## src/rtl/cpu_ctrl_pkg.sv

```systemverilog
// Shared types and constants for the multicycle accumulator CPU controller.
// The HOLD state is reached only when CTRL_SINGLE_STEP_EN is defined.
package cpu_ctrl_pkg;

  typedef enum logic [2:0] {
    ST_RST    = 3'd0,
    ST_FETCH  = 3'd1,
    ST_DECODE = 3'd2,
    ST_EXEC   = 3'd3,
    ST_ERR    = 3'd4,
    ST_HOLD   = 3'd5
  } state_e;

  localparam logic [2:0] OP_ADD  = 3'b000;
  localparam logic [2:0] OP_SUB  = 3'b001;
  localparam logic [2:0] OP_AND  = 3'b010;
  localparam logic [2:0] OP_ORA  = 3'b011;
  localparam logic [2:0] OP_NOT  = 3'b100;
  localparam logic [2:0] OP_XOR  = 3'b101;
  localparam logic [2:0] OP_XNOR = 3'b110;
  localparam logic [2:0] OP_JMP  = 3'b111;

  localparam logic ADDR_SEL_PC = 1'b0;
  localparam logic ADDR_SEL_IR = 1'b1;

endpackage

```

## src/rtl/ack_watchdog.sv

```systemverilog
// Counts consecutive unacknowledged request cycles and pulses timeout when the
// count has reached ACK_TIMEOUT and the ack is still missing.
module ack_watchdog #(
  parameter int unsigned ACK_TIMEOUT = 15
) (
  input  logic clk,
  input  logic rst_n,
  input  logic req,
  input  logic ack,
  output logic timeout
);

  localparam int unsigned CW = $clog2(ACK_TIMEOUT + 1);
  localparam logic [CW-1:0] LIMIT = CW'(ACK_TIMEOUT);

  logic [CW-1:0] cnt_q, cnt_d;

  // The count saturates at LIMIT; the controller leaves the request state anyway.
  always_comb begin
    cnt_d = cnt_q;
    if (!req || ack) begin
      cnt_d = '0;
    end else if (cnt_q != LIMIT) begin
      cnt_d = cnt_q + 1'b1;
    end
  end

  always_ff @(posedge clk or negedge rst_n) begin
    if (!rst_n) begin
      cnt_q <= '0;
    end else begin
      cnt_q <= cnt_d;
    end
  end

  assign timeout = req && !ack && (cnt_q == LIMIT);

endmodule

```

## src/rtl/multicycle_ctrl.sv

```systemverilog
// Multi-cycle sequencer for the 8-bit accumulator CPU sharing one memory port.
// Define CTRL_SINGLE_STEP_EN to add the step input and the HOLD state.
module multicycle_ctrl
  import cpu_ctrl_pkg::*;
#(
  parameter int unsigned ACK_TIMEOUT = 15,
  parameter int unsigned CNT_W       = 16
) (
  input  logic             clk,
  input  logic             rst_n,
  input  logic [2:0]       ir_op,
`ifdef CTRL_SINGLE_STEP_EN
  input  logic             step,
`endif
  input  logic             mem_ack,
  output logic             mem_req,
  output logic             mem_addr_sel,
  output logic             ir_ld,
  output logic             pc_inc,
  output logic             pc_ld,
  output logic             ac_ld,
  output logic [2:0]       alu_op,
  output logic             busy,
  output logic             err,
  output logic [CNT_W-1:0] instr_cnt
);

`ifdef CTRL_SINGLE_STEP_EN
  localparam state_e RETIRE_ST = ST_HOLD;
`else
  localparam state_e RETIRE_ST = ST_FETCH;
`endif

  state_e state_q, state_d;
  logic   retire;
  logic   timeout;

  ack_watchdog #(
    .ACK_TIMEOUT(ACK_TIMEOUT)
  ) u_ack_watchdog (
    .clk    (clk),
    .rst_n  (rst_n),
    .req    (mem_req),
    .ack    (mem_ack),
    .timeout(timeout)
  );

  always_comb begin
    state_d      = state_q;
    mem_req      = 1'b0;
    mem_addr_sel = ADDR_SEL_PC;
    ir_ld        = 1'b0;
    pc_inc       = 1'b0;
    pc_ld        = 1'b0;
    ac_ld        = 1'b0;
    alu_op       = OP_ADD;
    retire       = 1'b0;
    unique case (state_q)
      ST_RST: begin
        state_d = RETIRE_ST;
      end
      ST_FETCH: begin
        mem_req = 1'b1;
        if (mem_ack) begin
          ir_ld   = 1'b1;
          pc_inc  = 1'b1;
          state_d = ST_DECODE;
        end else if (timeout) begin
          state_d = ST_ERR;
        end
      end
      ST_DECODE: begin
        if (ir_op == OP_JMP) begin
          pc_ld   = 1'b1;
          retire  = 1'b1;
          state_d = RETIRE_ST;
        end else begin
          state_d = ST_EXEC;
        end
      end
      ST_EXEC: begin
        mem_req      = 1'b1;
        mem_addr_sel = ADDR_SEL_IR;
        alu_op       = ir_op;
        if (mem_ack) begin
          ac_ld   = 1'b1;
          retire  = 1'b1;
          state_d = RETIRE_ST;
        end else if (timeout) begin
          state_d = ST_ERR;
        end
      end
      ST_ERR: begin
        state_d = ST_ERR;
      end
`ifdef CTRL_SINGLE_STEP_EN
      ST_HOLD: begin
        if (step) begin
          state_d = ST_FETCH;
        end
      end
`endif
      default: begin
        state_d = ST_RST;
      end
    endcase
  end

  always_ff @(posedge clk or negedge rst_n) begin
    if (!rst_n) begin
      state_q   <= ST_RST;
      instr_cnt <= '0;
    end else begin
      state_q <= state_d;
      if (retire) begin
        instr_cnt <= instr_cnt + CNT_W'(1);
      end
    end
  end

  assign busy = (state_q == ST_FETCH) || (state_q == ST_DECODE) || (state_q == ST_EXEC);
  assign err  = (state_q == ST_ERR);

endmodule

```

## config.mk

```make
export PLATFORM = sky130hd
export DESIGN_NAME = multicycle_ctrl
export DESIGN_NICKNAME = d
export VERILOG_FILES = /design/src/rtl/cpu_ctrl_pkg.sv /design/src/rtl/ack_watchdog.sv /design/src/rtl/multicycle_ctrl.sv
export SDC_FILE = /design/constraint.sdc
export NUM_CORES = 1
export LEC_CHECK = 0
export BUFFER_PORTS_ARGS = -buffer_cell sky130_fd_sc_hd__clkbuf_2
export CORE_UTILIZATION = 50
export CTS_CLUSTER_DIAMETER = 60
export CTS_CLUSTER_SIZE = 20
export DETAILED_ROUTE_END_ITERATION = 7
export GPL_TIMING_DRIVEN = 0
export PLACE_DENSITY = 0.77
export SETUP_SLACK_MARGIN = 0.4
export SYNTH_ARGS = -nofsm -noshare
export SYNTH_HDL_FRONTEND = slang
export SYNTH_SLANG_ARGS = --single-unit
```

## constraint.sdc

```tcl
create_clock -name clk -period 1.85 [get_ports clk]
set_input_delay 0.37 -clock clk [delete_from_list [all_inputs] [get_ports clk]]
set_output_delay 0.37 -clock clk [all_outputs]
set_load 0.01 [all_outputs]
```

==> impl_metrics.yaml <==
outcome:
  status: "completed"
global_route:
  all_layer_global_routing_usage_pct: 23.1
  overflow: 0
  globalRouteMet1Util_pct: 27.0
  top_usage_layer: "met2"
  antenna_violations_before_repair: 0
  grt_pass1_vias: 992
  met3_track_demand_over_resource_in_global_routing_pct: 2.98
  grt_first_pass_wirelength_um: 4380
  grt_start_max_net_pins: 24
  globalRouteMet2Util_pct: 40.9
finish:
  design.final.nets: 174
  diodes: 0
  mostFrequentLayoutCells: "clkbuf_2 (23), dfrtp_1 (20), buf_4 (17), buf_6 (15), xor2_1 (11)"
  mostFrequentLayoutCell: "clkbuf_2"
  drive_above_1_share_pct: 57.0
  layout.filler_cells: 136
  final_core_util_pct: 81.7
  finalNonFillerCells: 193
  syn_to_final_growth_pct: 52.9
routing:
  dr_total_vias: 1094
  final_ant_viol_nets: 0
  routed_via_density: 5.67
  routed_wl_um: 3290
  detail_route.first_pass.iterations: 4
  drc: 0
  routed_length_per_placed_instance_um: 17.0
  detail_route.iter0.violations: 13
timing:
  sum_of_negative_setup_slack_ps: 0
  worst_clk_skew_ps: 8.83
  rsz0062_at_grt: "true"
  slew-limit-headroom_pct: 61.7
  fin_crit_ps: 1810
  setup_viol: 0
  period_share_pct: 97.7
  fmax_mhz: 553
  whs_ps: 3.58
  worst_slew_pin_slew_ps: 574
  finalMaxSlewViolations: 0
  final_hold_viol_count: 0
clocking:
  clk_transition_reported_paths_ps: 140
  cts_max_path_buffers: 2
  tritoncts_buffers: 3
  insertion_delay_ps: 330
  htreeDepth: 1
  cts_num_sinks: 23
  clockRootBuffer: "clkbuf_4"
  cts_tree: "built"
placement:
  gp_congestion: 0.757
  dpl.cell_count: 167
  post-dp-hpwl_um: 1760
  io_buffer_count: 32
setup_path:
  cp_top_family: "simple AND/OR/NAND/NOR gates"
  timing.rr.start: "state_q[1]"
  timing.critical_path.slowest_cell_delay_ps: 500
  path_cells: "and2b_2 > and3_4 > buf_6"
  critPathKind: "register to output pin"
  critPathLaunchType: "register"
  timing.critical_path.fanout_max: 6
  critical_path.endpoint_type: "output pin"
  cp.arrival_ps: 1440
  timing.reg2reg.setup_slack_ps: 200
  timing.reg2reg.worst_path_depth: 6
  worst_ep_required_time_ps: 1480
  worst-path-buf-inv: 1
  critical_path.slowest_cell: "dfrtp_2"
  regToRegEndpoint: "instr_cnt[1]"
pwr:
  cellPowerDensity_nw_per_um2: 1160
  vdd_drop_max_mv: 0.936
  finalPower_mw: 2.12
  total_leakage_power_nw: 0.947
die:
  placeableCoreArea_um2: 2230
  rows: 17
  die-height_um: 50.9
  die_w_um: 50.9
  die-area_um2: 2590
  top_level_ports: 33
  start_util_pct: 53.4
run:
  max_cap_violations: 0
synth:
  syn_nets: 115
  ys_warn_count: 0
  synth.yosys.seq_area_share_pct: 48.2
  post_synthesis_average_cell_area_um2: 11.2
  synth.distinct_cells: 32
  netlist_area_um2: 1190
  synthesis.instances: 107
  yosys_register_bits: 23
worst_hold_path:
  min-delay-path-class: "input pin to asynchronous set/reset pin"
## metal layers
| metal | share of wire (%) | routed length, um |
|---|---|---|
| met5 | 0 | 0 |
| met4 | 2.5 | 83 |
| met3 | 2.6 | 86 |
| met2 | 56 | 1830 |
| met1 | 39 | 1290 |
## synth_stat cells (all sizes together)
master,count,area (um^2)
nand2,5,18.8
mux2,1,11.3
a31oi,2,27.5
ha,2,25.0
and4b,1,13.8
nor3,6,50.1
xnor2,5,43.8
nand4,2,12.5
nor4b,1,15.0
o21ai,2,10.0
mux2i,1,10.0
nand3b,1,7.51
and3,6,37.5
dfrtp,23,576
a311oi,1,8.76
a21oi,2,10.0
and2,3,18.8
nand2b,2,12.5
buf,3,30.0
nand3,7,35.0
and4,1,8.76
and2b,1,8.76
nor4,3,25.0
nor3b,3,22.5
xor2,11,96.3
o21bai,1,7.51
nand4b,2,17.5
nor2,9,33.8
## what timing repair did
action                                  in CTS  in global routing
buffers inserted                            13                  8
endpoints found under the setup margin      25                 26
pin swaps                                   12                 14
resized for setup                           21                 35
cloned                                       1                  0
hold buffers                                 0                  0
## area by class of cell
| cell class | instances | area, um^2 | area share [%] |
|---|---|---|---|
| sequential | 23 | 579 | 31.7 |
| buffer | 3 | 30.0 | 1.64 |
| clock inverter | 1 | 5.00 | 0.274 |
| tap | 28 | 35.0 | 1.92 |
| timing repair buffer | 54 | 407 | 22.3 |
| clock buffer | 3 | 22.5 | 1.23 |
| multi-input combinational | 81 | 747 | 40.9 |
## report_power, final
group	switching, mW	internal (mW)
clock network	0.168	0.0813
logic	0.522	0.650
registers	0.112	0.591
## registers in the layout, summed over array words and instances, names as in the netlist
name and count:
u_ack_watchdog.cnt_q 4, instr_cnt 16, state_q 3
## cells by family (layout without fill, tap and decap cells)
family | after synthesis | count (layout) | synth area share, %
AO/OA/AOI/OAI | 8 | 8 | 5.35
XOR/XNOR | 16 | 16 | 11.7
adder cells (fa/ha/maj) | 2 | 2 | 2.10
buffers and inverters | 3 | 61 | 2.52
flip-flops | 23 | 23 | 48.2
multiplexers | 2 | 2 | 1.78
AND/OR/NAND/NOR | 53 | 53 | 28.3
## metrics by stage
stage / area (um^2) / setup WS, ps
floorplan: 1200 / 373
global placement: 1400 / 282
detailed placement: 1400 / 266
CTS: 1610 / 48.1
global route: 1830 / 4.59
finish: 1830 / 42.8
## worst max-delay path by stage
stage	start	end	slack (ps)	cells after the start
after CTS	state_q[1]	pc_inc	50	5
after global placement	state_q[2]	instr_cnt[1]	280	4
final	state_q[2]	alu_op[0]	40	3
after floorplan	state_q[2]	instr_cnt[1]	370	4
after global routing	state_q[2]	alu_op[0]	5	3
after detailed placement	state_q[2]	instr_cnt[1]	270	4
Power figures use the tool's default switching activity.
